===== src/rtl/pc_out_rr_arbiter_pkg.sv =====
// Shared types, width helper and harness-wide defaults for the PC-bound output arbiter.
`default_nettype none

package pc_arb_pkg;

  typedef enum logic [0:0] {
    IDLE  = 1'b0,
    GRANT = 1'b1
  } state_e;

  localparam int NWORD_DEF   = 32;
  localparam int NPCCODE_DEF = 4;

  // Index width that never collapses to zero bits, even for a single source.
  function automatic int clog2_min1(input int n);
    return (n <= 2) ? 1 : $clog2(n);
  endfunction

endpackage

`default_nettype wire


===== src/rtl/pc_out_rr_arbiter_rr_pick.sv =====
// Round-robin selector: first requester at or after ptr_i, wrapping modulo NIN.
`default_nettype none

module rr_pick
  import pc_arb_pkg::*;
#(
  parameter int NIN = 2,
  parameter int PW  = clog2_min1(NIN)
) (
  input  logic [NIN-1:0] req_i,
  input  logic [PW-1:0]  ptr_i,
  output logic [PW-1:0]  pick_o,
  output logic           any_req_o
);

  logic [NIN-1:0] w_rot;
  int             w_sel;

  always_comb begin
    w_rot = '0;
    w_sel = 0;
    for (int j = 0; j < NIN; j++) begin
      w_rot[j] = req_i[PW'((int'(ptr_i) + j) % NIN)];
    end
    // Scan downwards so the lowest rotated position, i.e. the one nearest ptr_i, wins.
    for (int j = NIN - 1; j >= 0; j--) begin
      if (w_rot[j]) w_sel = j;
    end
    pick_o    = PW'((int'(ptr_i) + w_sel) % NIN);
    any_req_o = |req_i;
  end

endmodule

`default_nettype wire


===== src/rtl/pc_out_rr_arbiter.sv =====
// Burst-limited round-robin arbiter merging NIN word streams onto one registered output slot.
`default_nettype none

module pc_out_rr_arbiter
  import pc_arb_pkg::*;
#(
  parameter int NIN      = 2,
  parameter int NWORD    = NWORD_DEF,
  parameter int MAXBURST = 4
) (
  input  logic                         clk,
  input  logic                         reset,
  input  logic [NIN-1:0]               in_v,
  input  logic [NIN*NWORD-1:0]         in_d,
  output logic [NIN-1:0]               in_a,
  output logic                         out_v,
  output logic [NWORD-1:0]             out_d,
  input  logic                         out_a,
  output logic [clog2_min1(NIN)-1:0]   grant_id,
  output logic                         busy
);

  localparam int c_pw = clog2_min1(NIN);
  localparam int c_cw = clog2_min1(MAXBURST + 1);

  state_e             state_q;
  logic [c_pw-1:0]    ptr_q;
  logic [c_pw-1:0]    grant_q;
  logic [c_cw-1:0]    cnt_q;
  logic               out_v_q;
  logic [NWORD-1:0]   out_d_q;

  logic               w_slot_free;
  logic               w_gnt_v;
  logic               w_xfer;
  logic               w_last_word;
  logic [c_pw-1:0]    w_ptr_next;
  logic [c_pw-1:0]    w_pick;
  logic               w_any_req;
  logic [NWORD-1:0]   w_sel_word;

  rr_pick #(
    .NIN (NIN),
    .PW  (c_pw)
  ) u_pick (
    .req_i     (in_v),
    .ptr_i     (ptr_q),
    .pick_o    (w_pick),
    .any_req_o (w_any_req)
  );

  always_comb begin
    w_slot_free = !out_v_q || out_a;
    w_gnt_v     = in_v[grant_q];
    in_a        = '0;
    if (reset && (state_q == GRANT) && w_slot_free) begin
      in_a = NIN'(1) << grant_q;
    end
    w_xfer      = |(in_a & in_v);
    w_last_word = (cnt_q == c_cw'(MAXBURST - 1));
    w_ptr_next  = (grant_q == c_pw'(NIN - 1)) ? '0 : grant_q + 1'b1;
    w_sel_word  = in_d[int'(grant_q)*NWORD +: NWORD];
  end

  always_ff @(posedge clk) begin
    if (!reset) begin
      state_q <= IDLE;
      ptr_q   <= '0;
      grant_q <= '0;
      cnt_q   <= '0;
      out_v_q <= 1'b0;
      out_d_q <= '0;
    end else begin
      if (w_xfer) begin
        out_v_q <= 1'b1;
        out_d_q <= w_sel_word;
      end else if (out_a) begin
        out_v_q <= 1'b0;
      end

      case (state_q)
        IDLE: begin
          // Nothing is accepted here: every new grant costs exactly one bubble.
          if (w_any_req) begin
            grant_q <= w_pick;
            cnt_q   <= '0;
            state_q <= GRANT;
          end
        end
        GRANT: begin
          if (!w_gnt_v) begin
            state_q <= IDLE;
            ptr_q   <= w_ptr_next;
          end else if (w_xfer) begin
            cnt_q <= cnt_q + 1'b1;
            if (w_last_word) begin
              state_q <= IDLE;
              ptr_q   <= w_ptr_next;
            end
          end
        end
        default: state_q <= IDLE;
      endcase
    end
  end

  assign out_v    = out_v_q;
  assign out_d    = out_d_q;
  assign grant_id = grant_q;
  assign busy     = (state_q == GRANT);

endmodule

`default_nettype wire


===== config.mk =====
export PLATFORM = sky130hd
export DESIGN_NAME = pc_out_rr_arbiter
export DESIGN_NICKNAME = d
export VERILOG_FILES = /design/src/rtl/pc_out_rr_arbiter_pkg.sv /design/src/rtl/pc_out_rr_arbiter_rr_pick.sv /design/src/rtl/pc_out_rr_arbiter.sv
export SDC_FILE = /design/constraint.sdc
export NUM_CORES = 1
export LEC_CHECK = 0
export CORE_MARGIN = 2
export CORE_UTILIZATION = 34
export DETAILED_ROUTE_END_ITERATION = 16
export PLACE_DENSITY = 0.81
export SLEW_MARGIN = 20
export SYNTH_ARGS = -nofsm -noshare
export SYNTH_HDL_FRONTEND = slang
export SYNTH_SLANG_ARGS = --single-unit
export TNS_END_PERCENT = 5

===== constraint.sdc =====
create_clock -name clk -period 1.7 [get_ports clk]
set_input_delay 0.425 -clock clk [delete_from_list [all_inputs] [get_ports clk]]
set_output_delay 0.425 -clock clk [all_outputs]
set_load 0.05 [all_outputs]

==> out/results.md <==
## Critical path
- 1.79 ns — arrival time of data at the critical path endpoint
- input port to flop — Crit Path Category
- input port — kind of launch point of the worst setup path
- clkdlybuf4s50_1 — Critical-path top delay cell
- 4 — FF-to-FF path depth
- 40 — crit-path max FO
- 1.87 ns — required time of the worst setup path
- 6 — CP Depth
- 2 — Crit path buffers/inverters
- 0.48 ns — CP peak stage delay
- buffers and inverters — delay-heaviest family, CP
- clkdlybuf4s50_1 > mux2_4 > and4_4 > buf_12 > nand2_1 > o211a_1 — CP Cell Sequence
- flop — crit path capture type

## Floorplan
- 78.3 um — width of the die
- 78.3 um — die span in y
- 106 — number of placed I/O pins
- 0.00613 mm2 — area enclosed by the die boundary
- 0.347 — initial core utilization
- 27 — row count
- 0.00541 mm2 — core region area

## Layout
- 786 um2 — total area of sequential cells
- 368 — number of non-filler instances in the completed layout
- 68.8% — area growth from synthesis to layout
- clkdlybuf4s50_1 — leading cell type in the layout, fill and taps excluded
- 0.220 — ratio of cells with drive above 1 in the final layout
- 501 — count of fill cells added during filler insertion
- 0 — ANT cells
- 366 — Total Nets Final
- clkdlybuf4s50_1 (66), buf_4 (42), nand2_1 (38) — most used cells in the layout excluding fill and tap cells
- 0.00101 mm2 — area of combinational cells with multiple inputs

## Pwr
- 0.00157 uW — Pleak
- 1600 uW — internal portion of total power
- 0.276 — proportion of power drawn by combinational gates
- 635 uW — net switching power
- 0.443 — Reg power frac
- 0.503 mV — worst vdd rail ir drop
- 0.281 — Clk pwr share
- 0.284 — switching part of the total
- 707 mW/mm2 — PD cells

## GRT
- 0.149 — global-route usage over all layers
- 7290 um — wire length of the first global-routing pass
- 1613 — via count of the first global-routing pass
- 41 — pin count of the biggest net entering global routing
- 0 — remaining global-route overflow
- 0 — number of antenna violations at the first check in global routing

## Timing
- 0.246 ns — pin slew with the least headroom to its limit
- 0.00884 ns — clk_skew
- no — unrepaired setup endpoints after global routing
- 0 — Setup Viol. Count Final
- 0 — count of pins over their slew limit
- 0 — Final Hold Violating Endpoints
- 0.836 — relative max-transition margin
- 1.61 ns — Min Clock Period, post-route
- 0.620 GHz — fmax
- 0.949 — final clock period utilization by the worst path
- 0.490 ns — Hold WS

## Clocking
- 5 — Inserted Clock Buffers
- 0 — hold-fix buffer count after cts
- 0.08 ns — clock-pin slew of the registers on the worst-case setup and hold paths
- built — TritonCTS clock tree
- clkbuf_8 — clock tree root buffer cell
- 2 — CTS H-Tree Depth
- 39 — sink count of the clock tree
- 0.29 ns — Skew-Pair Late Insertion Delay
- 2 — number of buffers on the longest clock path

## Routing
- 0 — final routed DRC violation total
- 4 — 1st-pass router iterations
- 4680 um — Routed Wire Length
- 4.81 — detail-routed via count per cell
- 35 — DRT iter0 DRCs
- 0 — number of nets with antenna violations after routing
- 1769 — Vias
- 12.7 um — routed wirelength normalized by instance count

## Yosys
- 39 — number of register bits inferred by synthesis
- 0.00188 mm2 — mapped cell area
- 258 — syn nets
- 10.0 um2 — Syn Area/Cell
- 0.416 — fraction of the yosys area taken by sequential cells
- 187 — cell count after synthesis
- 24 — unique cell type count in the Yosys netlist
- 0 — total of warnings raised by yosys

## Hold path
- 2 — hold depth
- flop to flop — worst hold-check path type

## Run
- 0 — max-cap viol count

## Place
- 105 — total of buffers placed on input and output ports
- 0.789 — final weighted congestion of routability-driven global placement
- 3240 um — HPWL after detailed placement
- 355 — Placed Instances

## Status
- complete, no violations — status

==> synth_stat cells <==
cell type / number / area (um2)
nand3b_1: 1 / 7.51
buf_1: 3 / 11.3
and2_1: 2 / 12.5
inv_1: 3 / 11.3
mux2i_1: 35 / 350
nor3b_1: 1 / 7.51
o21ai_0: 2 / 10.0
clkbuf_1: 6 / 22.5
nor2b_1: 2 / 12.5
nor2_1: 2 / 7.51
nand2b_1: 1 / 6.26
a21boi_1: 1 / 7.51
buf_6: 5 / 56.3
mux2_4: 1 / 15.0
o211a_1: 32 / 320
o21bai_1: 1 / 7.51
buf_2: 3 / 15.0
a21boi_0: 2 / 15.0
dfxtp_1: 39 / 781
ha_1: 2 / 25.0
and4_4: 1 / 11.3
nand2_1: 38 / 143
nand3_1: 2 / 10.0
a21oi_1: 2 / 10.0
==> metrics by stage <==
step                       util  cell area, um2  power [uW]  TNS, ns  setup slack (ns)
after floorplan               -            1900        1330    -1.15           -0.0575
after global placement    0.553            2990        1610    -6.32            -0.321
after detailed placement  0.553            2990        1610    -6.79            -0.325
after CTS                 0.581            3140        2260        0            0.0350
after global routing      0.586            3170        2340        0            0.0269
final                     0.586            3170        2240        0            0.0864
==> path summary, 6_finish.rpt <==
kind,start,end,slack [ns]
max,in_v[0],out_d[5],0.09
min,cnt_q[1],cnt_q[1],0.49
max reg2reg,grant_id,out_d[5],0.24
min reg2reg,cnt_q[1],cnt_q[1],0.49
==> layout make-up <==
cell class,count,area share
repair buffers,118,0.371
inverters,3,0.00356
well taps,72,0.0285
multi-input cells,128,0.320
clock inverters,1,0.00158
flip-flops and latches,39,0.248
clock buffers,7,0.0273
==> worst reg2reg max path, delay by kind of cell (launching register included) <==
kind | cells | cell delay [ns]
compound gates | 1 | 0.23
buf+inv | 1 | 0.17
flops | 1 | 0.39
mux | 1 | 0.32
simple gates | 1 | 0.23
==> cells by family after synthesis <==
logic type | share of synthesized area
compound gates | 0.197
buf+inv | 0.0620
simple gates | 0.116
flops | 0.416
mux | 0.195
fa+ha+maj | 0.0133
==> registers in the layout, summed over array words and instances (netlist names) <==
register	flops
busy	1
cnt_q	3
grant_id	1
out_d	32
out_v	1
ptr_q	1
==> repair_timing <==
| item | CTS | global route |
|---|---|---|
| setup buffers | 1 | 3 |
| setup endpoints to repair | 2 | 1 |
| cloned | 1 | 0 |
| pin swaps | 1 | 0 |
| resized for setup | 6 | 0 |
==> layer usage <==
| metal | vias to the layer above | track usage | wire, um |
|---|---|---|---|
| met5 | - | 0 | 0 |
| met4 | 0 | 0.0316 | 21 |
| met3 | 4 | 0.0655 | 452 |
| li1 | 876 | - | - |
| met1 | 814 | 0.173 | 1970 |
| met2 | 75 | 0.253 | 2230 |
==> power groups by stage <==
stage / Combinational (uW) / Clock [uW] / Sequential, uW
2_1_floorplan: 172 / 0 / 1160
3_3_place_gp: 597 / 0 / 1010
3_5_place_dp: 605 / 0 / 1010
4_1_cts: 621 / 652 / 992
5_1_grt: 654 / 694 / 997
6_report: 618 / 629 / 992
(Power assumes the default switching activity.)
